==> src/rtl/load_store_unit_if.sv <==
// Pipeline request/response and data-memory bus bundle for load_store_unit.
// master = the LSU side, slave = pipeline/memory environment side.
interface load_store_unit_if #(
    parameter int unsigned ADDR_W = 32
);
    logic              req_valid;
    logic              req_ready;
    logic              req_write;
    logic [2:0]        req_funct3;
    logic [ADDR_W-1:0] req_addr;
    logic [31:0]       req_wdata;

    logic              rsp_valid;
    logic [31:0]       rsp_rdata;
    logic              rsp_error;

    logic              mem_req;
    logic              mem_we;
    logic [ADDR_W-1:0] mem_addr;
    logic [31:0]       mem_wdata;
    logic [3:0]        mem_be;
    logic              mem_ack;
    logic [31:0]       mem_rdata;

    modport master (
        input  req_valid, req_write, req_funct3, req_addr, req_wdata, mem_ack, mem_rdata,
        output req_ready, rsp_valid, rsp_rdata, rsp_error,
        output mem_req, mem_we, mem_addr, mem_wdata, mem_be
    );

    modport slave (
        output req_valid, req_write, req_funct3, req_addr, req_wdata, mem_ack, mem_rdata,
        input  req_ready, rsp_valid, rsp_rdata, rsp_error,
        input  mem_req, mem_we, mem_addr, mem_wdata, mem_be
    );
endinterface

==> src/rtl/load_store_unit.sv <==
// RISC-V load/store unit: word-aligned memory transactions with byte enables and load extension.
// Optional macro LSU_MISALIGN_TRAP_EN: misaligned/unsupported accesses complete with an error, no bus cycle.
module load_store_unit #(
    parameter int unsigned TIMEOUT_CYCLES = 16,
    parameter int unsigned ADDR_W         = 32
) (
    input  logic               clk,
    input  logic               rst,
    load_store_unit_if.master  bus
);

    localparam int unsigned CNT_W    = (TIMEOUT_CYCLES > 1) ? $clog2(TIMEOUT_CYCLES) : 1;
    localparam int unsigned TMO_LAST = (TIMEOUT_CYCLES == 0) ? 0 : TIMEOUT_CYCLES - 1;

    typedef enum logic [1:0] {IDLE, BUS, RESP} state_e;

    state_e            state_q,     state_d;
    logic [2:0]        funct3_q,    funct3_d;
    logic [1:0]        lo_q,        lo_d;
    logic              mem_req_q,   mem_req_d;
    logic              mem_we_q,    mem_we_d;
    logic [ADDR_W-1:0] mem_addr_q,  mem_addr_d;
    logic [31:0]       mem_wdata_q, mem_wdata_d;
    logic [3:0]        mem_be_q,    mem_be_d;
    logic              rsp_valid_q, rsp_valid_d;
    logic [31:0]       rsp_rdata_q, rsp_rdata_d;
    logic              rsp_error_q, rsp_error_d;
    logic [CNT_W-1:0]  tmo_cnt_q,   tmo_cnt_d;

    logic [1:0]  req_lo_c;
    logic [3:0]  fmt_be_c;
    logic [31:0] fmt_wdata_c;
    logic        misalign_c;
    logic [31:0] shifted_c;
    logic [15:0] half_c;
    logic [31:0] load_c;

    assign req_lo_c = bus.req_addr[1:0];

    // Store lane formatting: size comes from funct3[1:0], 11/10 behave as a word
    always_comb begin
        fmt_be_c    = 4'b1111;
        fmt_wdata_c = bus.req_wdata;
        case (bus.req_funct3[1:0])
            2'b00: begin
                fmt_be_c    = 4'(4'b0001 << req_lo_c);
                fmt_wdata_c = {4{bus.req_wdata[7:0]}};
            end
            2'b01: begin
                fmt_be_c    = req_lo_c[1] ? 4'b1100 : 4'b0011;
                fmt_wdata_c = {2{bus.req_wdata[15:0]}};
            end
            default: ;
        endcase
    end

`ifdef LSU_MISALIGN_TRAP_EN
    always_comb begin
        misalign_c = 1'b0;
        case (bus.req_funct3)
            3'b001, 3'b101:         misalign_c = req_lo_c[0];
            3'b010:                 misalign_c = (req_lo_c != 2'b00);
            3'b011, 3'b110, 3'b111: misalign_c = 1'b1;
            default:                misalign_c = 1'b0;
        endcase
    end
`else
    assign misalign_c = 1'b0;
`endif

    // Load extraction from the captured lane offset and funct3
    assign shifted_c = bus.mem_rdata >> {lo_q, 3'b000};
    assign half_c    = lo_q[1] ? bus.mem_rdata[31:16] : bus.mem_rdata[15:0];

    always_comb begin
        load_c = bus.mem_rdata;
        case (funct3_q[1:0])
            2'b00:   load_c = funct3_q[2] ? {24'b0, shifted_c[7:0]}
                                          : {{24{shifted_c[7]}}, shifted_c[7:0]};
            2'b01:   load_c = funct3_q[2] ? {16'b0, half_c}
                                          : {{16{half_c[15]}}, half_c};
            default: load_c = bus.mem_rdata;
        endcase
    end

    always_comb begin
        state_d     = state_q;
        funct3_d    = funct3_q;
        lo_d        = lo_q;
        mem_req_d   = mem_req_q;
        mem_we_d    = mem_we_q;
        mem_addr_d  = mem_addr_q;
        mem_wdata_d = mem_wdata_q;
        mem_be_d    = mem_be_q;
        rsp_valid_d = 1'b0;
        rsp_rdata_d = rsp_rdata_q;
        rsp_error_d = rsp_error_q;
        tmo_cnt_d   = tmo_cnt_q;

        case (state_q)
            IDLE: begin
                if (bus.req_valid) begin
                    funct3_d    = bus.req_funct3;
                    lo_d        = req_lo_c;
                    mem_we_d    = bus.req_write;
                    mem_addr_d  = {bus.req_addr[ADDR_W-1:2], 2'b00};
                    mem_be_d    = bus.req_write ? fmt_be_c : 4'b1111;
                    mem_wdata_d = fmt_wdata_c;
                    tmo_cnt_d   = '0;
                    if (misalign_c) begin
                        rsp_valid_d = 1'b1;
                        rsp_error_d = 1'b1;
                        rsp_rdata_d = '0;
                        state_d     = RESP;
                    end else begin
                        mem_req_d = 1'b1;
                        state_d   = BUS;
                    end
                end
            end
            BUS: begin
                if (bus.mem_ack) begin
                    mem_req_d   = 1'b0;
                    rsp_valid_d = 1'b1;
                    rsp_error_d = 1'b0;
                    rsp_rdata_d = mem_we_q ? 32'b0 : load_c;
                    state_d     = RESP;
                end else if ((TIMEOUT_CYCLES != 0) && (tmo_cnt_q == CNT_W'(TMO_LAST))) begin
                    mem_req_d   = 1'b0;
                    rsp_valid_d = 1'b1;
                    rsp_error_d = 1'b1;
                    rsp_rdata_d = '0;
                    state_d     = RESP;
                end else begin
                    tmo_cnt_d = tmo_cnt_q + CNT_W'(1);
                end
            end
            RESP:    state_d = IDLE;
            default: state_d = IDLE;
        endcase
    end

    always_ff @(posedge clk or posedge rst) begin
        if (rst) begin
            state_q     <= IDLE;
            funct3_q    <= '0;
            lo_q        <= '0;
            mem_req_q   <= 1'b0;
            mem_we_q    <= 1'b0;
            mem_addr_q  <= '0;
            mem_wdata_q <= '0;
            mem_be_q    <= '0;
            rsp_valid_q <= 1'b0;
            rsp_rdata_q <= '0;
            rsp_error_q <= 1'b0;
            tmo_cnt_q   <= '0;
        end else begin
            state_q     <= state_d;
            funct3_q    <= funct3_d;
            lo_q        <= lo_d;
            mem_req_q   <= mem_req_d;
            mem_we_q    <= mem_we_d;
            mem_addr_q  <= mem_addr_d;
            mem_wdata_q <= mem_wdata_d;
            mem_be_q    <= mem_be_d;
            rsp_valid_q <= rsp_valid_d;
            rsp_rdata_q <= rsp_rdata_d;
            rsp_error_q <= rsp_error_d;
            tmo_cnt_q   <= tmo_cnt_d;
        end
    end

    assign bus.req_ready = (state_q == IDLE);
    assign bus.rsp_valid = rsp_valid_q;
    assign bus.rsp_rdata = rsp_rdata_q;
    assign bus.rsp_error = rsp_error_q;
    assign bus.mem_req   = mem_req_q;
    assign bus.mem_we    = mem_we_q;
    assign bus.mem_addr  = mem_addr_q;
    assign bus.mem_wdata = mem_wdata_q;
    assign bus.mem_be    = mem_be_q;

endmodule
==> src/flat_wrapper.sv <==
// flat-port wrapper written by rule: the top's interface ports become plain ports
module load_store_unit_flat 
#(
    parameter int unsigned TIMEOUT_CYCLES = 16,
    parameter int unsigned ADDR_W         = 32
)
  (clk, rst, bus_req_valid, bus_req_write, bus_req_funct3, bus_req_addr, bus_req_wdata, bus_mem_ack, bus_mem_rdata, bus_req_ready, bus_rsp_valid, bus_rsp_rdata, bus_rsp_error, bus_mem_req, bus_mem_we, bus_mem_addr, bus_mem_wdata, bus_mem_be);
  load_store_unit_if #(.ADDR_W(ADDR_W)) bus_i ();
  input  logic clk;
  input  logic rst;
  input wire logic [$bits(bus_i.req_valid)-1:0] bus_req_valid;
  input wire logic [$bits(bus_i.req_write)-1:0] bus_req_write;
  input wire logic [$bits(bus_i.req_funct3)-1:0] bus_req_funct3;
  input wire logic [$bits(bus_i.req_addr)-1:0] bus_req_addr;
  input wire logic [$bits(bus_i.req_wdata)-1:0] bus_req_wdata;
  input wire logic [$bits(bus_i.mem_ack)-1:0] bus_mem_ack;
  input wire logic [$bits(bus_i.mem_rdata)-1:0] bus_mem_rdata;
  output wire logic [$bits(bus_i.req_ready)-1:0] bus_req_ready;
  output wire logic [$bits(bus_i.rsp_valid)-1:0] bus_rsp_valid;
  output wire logic [$bits(bus_i.rsp_rdata)-1:0] bus_rsp_rdata;
  output wire logic [$bits(bus_i.rsp_error)-1:0] bus_rsp_error;
  output wire logic [$bits(bus_i.mem_req)-1:0] bus_mem_req;
  output wire logic [$bits(bus_i.mem_we)-1:0] bus_mem_we;
  output wire logic [$bits(bus_i.mem_addr)-1:0] bus_mem_addr;
  output wire logic [$bits(bus_i.mem_wdata)-1:0] bus_mem_wdata;
  output wire logic [$bits(bus_i.mem_be)-1:0] bus_mem_be;
  assign bus_i.req_valid = bus_req_valid;
  assign bus_i.req_write = bus_req_write;
  assign bus_i.req_funct3 = bus_req_funct3;
  assign bus_i.req_addr = bus_req_addr;
  assign bus_i.req_wdata = bus_req_wdata;
  assign bus_i.mem_ack = bus_mem_ack;
  assign bus_i.mem_rdata = bus_mem_rdata;
  assign bus_req_ready = bus_i.req_ready;
  assign bus_rsp_valid = bus_i.rsp_valid;
  assign bus_rsp_rdata = bus_i.rsp_rdata;
  assign bus_rsp_error = bus_i.rsp_error;
  assign bus_mem_req = bus_i.mem_req;
  assign bus_mem_we = bus_i.mem_we;
  assign bus_mem_addr = bus_i.mem_addr;
  assign bus_mem_wdata = bus_i.mem_wdata;
  assign bus_mem_be = bus_i.mem_be;
  load_store_unit #(.TIMEOUT_CYCLES(TIMEOUT_CYCLES), .ADDR_W(ADDR_W)) u_core (.clk(clk), .rst(rst), .bus(bus_i));
endmodule
==> config.mk <==
export PLATFORM = sky130hd
export DESIGN_NAME = load_store_unit_flat
export DESIGN_NICKNAME = d
export VERILOG_FILES = /design/src/rtl/load_store_unit_if.sv /design/src/rtl/load_store_unit.sv /design/src/flat_wrapper.sv
export SDC_FILE = /design/constraint.sdc
export NUM_CORES = 1
export LEC_CHECK = 0
export ABC_AREA = 1
export BUFFER_PORTS_ARGS = -buffer_cell sky130_fd_sc_hd__buf_2
export CAP_MARGIN = 20
export CORE_ASPECT_RATIO = 1.2
export CORE_UTILIZATION = 44
export CTS_CLUSTER_DIAMETER = 150
export DETAILED_ROUTE_END_ITERATION = 7
export PLACE_DENSITY = 0.76
export SLEW_MARGIN = 25
export SYNTH_ARGS = -nofsm -noshare
export SYNTH_HDL_FRONTEND = slang
export SYNTH_SLANG_ARGS = --single-unit
export TNS_END_PERCENT = 50
==> constraint.sdc <==
create_clock -name clk -period 3.1 [get_ports clk]
set_input_delay 0.31 -clock clk [delete_from_list [all_inputs] [get_ports clk]]
set_output_delay 0.31 -clock clk [all_outputs]
set_load 0.05 [all_outputs]
# Word-level counts from Yosys, hierarchy flattened

Cells that the tools add are included.

Add/subtract/negate cells: 1
Equal/unequal tests: 8
Shift-type cells: 2
Muxes and demuxes: 28
Reduce and logical (&&, ||, !) cells: 10

Operator list:

| kind                                            | count |
|---|---|
| 2-to-1 mux 32 bit                               | 5 |
| one-hot mux 32 bit (2 select lines)             | 2 |
| >> shifter 32 x 5 -> 8 bit                      | 1 |
| 2-to-1 mux 4 bit                                | 5 |
| 2-to-1 mux 16 bit                               | 1 |
| one-hot mux 4 bit (2 select lines)              | 2 |
| 2-to-1 mux 1 bit                                | 8 |
| == test 2 x 1 -> 1 bit, second input constant   | 3 |
| zero test 2 bit                                 | 3 |
| 2-to-1 mux 2 bit                                | 3 |
| != test 2 bit, second input constant            | 3 |
| AND reduction 2 bit                             | 3 |
| adder 4 x 1 -> 4 bit, second input constant     | 1 |
| == test 4 bit, second input constant            | 1 |
| one-hot mux 2 bit (2 select lines)              | 1 |
| AND reduction 4 bit                             | 1 |
| nonzero test 2 bit                              | 2 |
| left shift 1 x 2 -> 4 bit, first input constant | 1 |
| != test 3 x 2 -> 1 bit, second input constant   | 1 |
| AND reduction 3 bit                             | 1 |
| one-hot mux 1 bit (2 select lines)              | 1 |

Register bits: 113
Bits of input ports: 104

# Longest topological paths before layout

Word-level depth: 5
Gate-level depth with buffers: 11

# Worst setup path before layout

OpenSTA, ideal clock, no wires.

Path kind: reg-to-reg
Start: reg u_core.state_q[1]
End: reg u_core.mem_wdata_q[27] (netlist: u_core.bus.mem_wdata[27])
Library setup time: 0.133 ns
Arrival time: 1.809 ns
Required time: 2.967 ns
Setup slack: 1.158 ns
Stages on the path, launching flop included: 7
Clock period less this slack: 1.942 ns
Cells stage by stage: dfrtp_1 -> nor2_1 -> nand2_1 -> buf_2 -> clkbuf_1 -> nand2_1 -> o21ai_0

Cells in the longest elaborated chain, start to end: 2

RTL lines:

| item                                 | line                   | source |
|---|---|---|
| start: declaration                   | load_store_unit.sv:17  | `state_e state_q, state_d;` |
| start signal: assignment             | load_store_unit.sv:158 | `state_q <= state_d;` |
| zero test 2 bit                      | -                      |  |
| net bus_req_ready                    | flat_wrapper.sv:18     | `output wire logic [$bits(bus_i.req_ready)-1:0] bus_req_ready;` |
| AND reduction 2 bit (no source line) | -                      |  |
| end signal: assignment               | load_store_unit.sv:164 | `mem_wdata_q <= mem_wdata_d;` |
| end: declaration                     | load_store_unit.sv:23  | `logic [31:0] mem_wdata_q, mem_wdata_d;` |

The timed path passes the listed nets, and every way through them passes these cells.
A chain may end at the register's enable or synchronous reset.

# Final worst setup path

Start: reg u_core.lo_q[1]
End: reg u_core.rsp_rdata_q[27] (netlist: u_core.bus.rsp_rdata[27])

Cells in the longest elaborated chain, start to end: 5

RTL lines:

| item                                                            | line                                         | source |
|---|---|---|
| start: declaration                                              | load_store_unit.sv:19                        | `logic [1:0] lo_q, lo_d;` |
| start signal: assignment                                        | load_store_unit.sv:160                       | `lo_q <= lo_d;` |
| >> shifter 32 x 5 -> 8 bit or 2-to-1 mux 16 bit (tied branches) | load_store_unit.sv:72, load_store_unit.sv:73 |  |
| 2-to-1 mux 32 bit (on tied branches)                            | load_store_unit.sv:78, load_store_unit.sv:80 |  |
| one-hot mux 32 bit (2 select lines) *                           | load_store_unit.sv:77                        | `case (funct3_q[1:0])` |
| 2-to-1 mux 32 bit *                                             | load_store_unit.sv:126                       | `rsp_rdata_d = mem_we_q ? 32'b0 : load_c;` |
| 2-to-1 mux 32 bit *                                             | load_store_unit.sv:122                       | `if (bus.mem_ack) begin` |
| end signal: assignment                                          | load_store_unit.sv:167                       | `rsp_rdata_q <= rsp_rdata_d;` |
| end: declaration                                                | load_store_unit.sv:26                        | `logic [31:0] rsp_rdata_q, rsp_rdata_d;` |

Every way passes the cells marked *; elsewhere a longest branch is shown, timed or not.

==> results_dict.tcl <==
set metrics [dict create \
    final_layout_size_suffix_gt1_frac 0.310 \
    outcome "finished clean" \
    cp-end-kind "flop" \
    cts-root-buf "clkbuf_16" \
    cts_setup_buffers 0 \
    via_count 5103 \
    synthMuxAreaShare 0 \
    grt_max_degree 114 \
    portBuffers 206 \
    fin_crit_ns 1.93 \
    post-route-period-util 0.623 \
    hold_viol 0 \
    peakVddDrop_mv 0.783 \
    grt_pass1_wl_mm 22.7 \
    path_class "reg2reg" \
    seqPwrFrac 0.273 \
    drc_errors 0 \
    final_max_slew_viol_count 0 \
    p_sw_uw 4970 \
    synth_top_family_by_area "simple AND/OR/NAND/NOR gates" \
    fin_nets 991 \
    synth_edf_count 0 \
    p_leak_uw 0.00409 \
    cts_hold_buf 0 \
    finalClockSkew_ns 0.00876 \
    setup_viol 0 \
    ant_nets 0 \
    die_h_um 123 \
    numCtsBuffers 17 \
    htree_levels 4 \
    clock_sinks 113 \
    max-slew-margin-rel 0.433 \
    die_w_um 103 \
    crit_fanout 25 \
    synth_fa_ha_area_frac 0.00234 \
    place.gp.congestion 0.856 \
    syn_inst 691 \
    critPathBufInv 1 \
    intPower_uw 4630 \
    io_pins 209 \
    cp_data_required_time_ns 3.39 \
    synth_compound_area_frac 0.0806 \
    wl_mm 14.3 \
    cts_tree "done" \
    grt_pass1_vias 4823 \
    worstMarginPinSlew_ns 0.851 \
    clkSlewWorstSetupHoldPaths_ns 0.06 \
    post_cts_resized 0 \
    clk_path_buf_depth 2 \
    cap_viol_max_count 0 \
    cp_top_family "simple AND/OR/NAND/NOR gates" \
    clkLatencyLatePin_ns 0.40 \
    grtUsageTotal 0.236 \
    ys.flop_type "dfrtp_1" \
    combinationalPowerShare 0.512 \
    wl_per_cell_um 13.6 \
    critical_path.startpoint_type "flop" \
    rrSetupSlack_ns 1.17 \
    r2r_start "u_core.lo_q[1]" \
    num_rows 43 \
    drt_first_pass_iters 5 \
    crit_path_top_delay_cell "dfrtp_1" \
    cellPowerDensity_mw_per_mm2 1360 \
    core_mm2 0.0117 \
    synthXorXnorAreaFrac 0.00164 \
    num_antenna_cells 0 \
    yosys_warnings 0 \
    first_iter_violations 206 \
    max_stage_delay_ns 0.83 \
    rsz0062_at_grt "no" \
    postLayoutCellArea_mm2 0.00708 \
    area_growth_pct 32.5 \
    fin_tns_setup_ns 0 \
    startpoint "u_core.lo_q[1]" \
    worst_ep_arrival_time_ns 2.23 \
    pwr-share-clk 0.215 \
    synth.distinct_cells 26 \
    postSynthAreaPerCell_um2 7.73 \
    grt-ovfl-total 0 \
    clock.fmax_mhz 518 \
    synthSimpleGateAreaFrac 0.328 \
    antenna_found_initial 1 \
    swShare 0.518 \
    yosysSeqAreaShare 0.530 \
    start_util 0.457 \
    ys_ff_latch 113 \
    synthArstFlopShare 1.00 \
    viasPerCell 4.83 \
    dieArea_mm2 0.0126 \
    syn-cell-area_mm2 0.00534 \
    dp_hpwl_mm 10.0 \
    crit_chain "inv_4, nand2_1, nand2_2, nand2_4, nand2_4, nand2_4, nand3_4, nand2_1, nand2_1" \
    postPlaceCellArea_mm2 0.00644 \
    worstHoldPathType "in2async" \
]
[power groups by stage]
| stage | Combinational (µW) | Clock [µW] | Sequential (µW) |
|---|---|---|---|
| after floorplan | 1710 | 0 | 4740 |
| after global placement | 4880 | 0 | 2610 |
| after detailed placement | 4950 | 0 | 2610 |
| after CTS | 4950 | 2100 | 2620 |
| after global routing | 5270 | 2180 | 2710 |
| final | 4910 | 2060 | 2620 |
[final cells by class]
class / count / area [µm²]
clock inverters: 15 / 210
fillers: 1120 / 4600
clock buffers: 17 / 425
inverters: 27 / 115
well taps: 157 / 196
repair buffers: 212 / 1090
flip-flops and latches: 113 / 2830
multi-input cells: 515 / 2210
[flip-flops by register name, summed over array words and instances (netlist names)]
| name | flops |
|---|---|
| u_core.bus.rsp_valid | 1 |
| u_core.lo_q | 2 |
| u_core.state_q | 2 |
| u_core.bus.mem_req | 1 |
| u_core.bus.mem_wdata | 32 |
| u_core.bus.mem_we | 1 |
| u_core.tmo_cnt_q | 4 |
| u_core.bus.rsp_rdata | 32 |
| u_core.bus.mem_be | 4 |
| u_core.bus.rsp_error | 1 |
| u_core.bus.mem_addr | 30 |
| u_core.funct3_q | 3 |
[kinds of logic (layout without fill, tap and decap cells)]
group / after synthesis / in the layout
and+or+nand+nor: 425 / 425
buffers and inverters: 64 / 271
xor gates and xnor gates: 1 / 1
other: 1 / 2
AOI/OAI and AO/OA: 86 / 86
adders and majority gates: 1 / 1
DFF: 113 / 113
[metal layers]
metal	up-vias	GRT usage	routed length, µm
li1	2531	-	-
met3	22	0.0632	1130
met5	-	0	10
met2	216	0.391	7050
met1	2332	0.295	5940
met4	2	0.0866	218
[worst min-delay path: cells and delay by family]
| family | cells | cell delay (ns) |
|---|---|---|
| buffers and inverters | 3 | 0.59 |
[synth_stat cells (2+ instances only)]
cell / instances / area share
inv_1: 23 / 0.016
nand2_1: 322 / 0.23
dfrtp_1: 113 / 0.53
nand3_1: 22 / 0.021
inv_2: 2 / 0.0014
nor2_1: 51 / 0.036
nand2_4: 3 / 0.0063
a21oi_1: 42 / 0.039
buf_4: 3 / 0.0042
o21ai_0: 43 / 0.040
nand2_2: 22 / 0.026
clkbuf_1: 17 / 0.012
buf_2: 15 / 0.014
[worst paths after layout]
| path | cells past startpoint | end |
|---|---|---|
| hold reg to reg | 2 | u_core.bus.rsp_rdata[2] |
| max in group asynchronous | 3 | u_core.bus.mem_addr[17] |
| min in group clk | 3 | u_core.bus.mem_addr[21] |
| setup / recovery | 9 | u_core.bus.rsp_rdata[27] |
| setup reg to reg | 9 | u_core.bus.rsp_rdata[27] |
| hold / removal | 3 | u_core.bus.rsp_rdata[29] |
[placed cells by master (no fill, tap or decap)]
cell type,count
bufinv_16,4
nor2_2,1
dfrtp_1,113
nand3_4,1
clkinv_2,1
nor2_8,1
inv_1,22
o21ai_1,1
nand3_1,22
nand3b_1,1
xor2_1,1
a21oi_1,42
inv_8,1
buf_12,1
nor2_1,51
nand2_8,1
inv_6,1
clkinv_4,7
clkinvlp_4,3
conb_1,2
nand2_2,23
o21ai_0,43
clkbuf_16,17
nand2_4,3
inv_2,2
buf_4,5
ha_1,1
nand2_1,321
buf_2,206
inv_4,1
[stage by stage]
step	setup slack [ns]	power [µW]	util	instances	hold WS, ns
final	1.17	9600	0.606	1056	0.0581
after global routing	0.971	10200	0.606	1056	0.0887
after CTS	1.18	9670	0.606	1056	0.0817
after detailed placement	1.18	7560	0.552	1024	0.459
after global placement	1.26	7490	0.552	1024	0.457
after floorplan	1.16	6450	-	692	0.420
(Power assumes the default switching activity.)
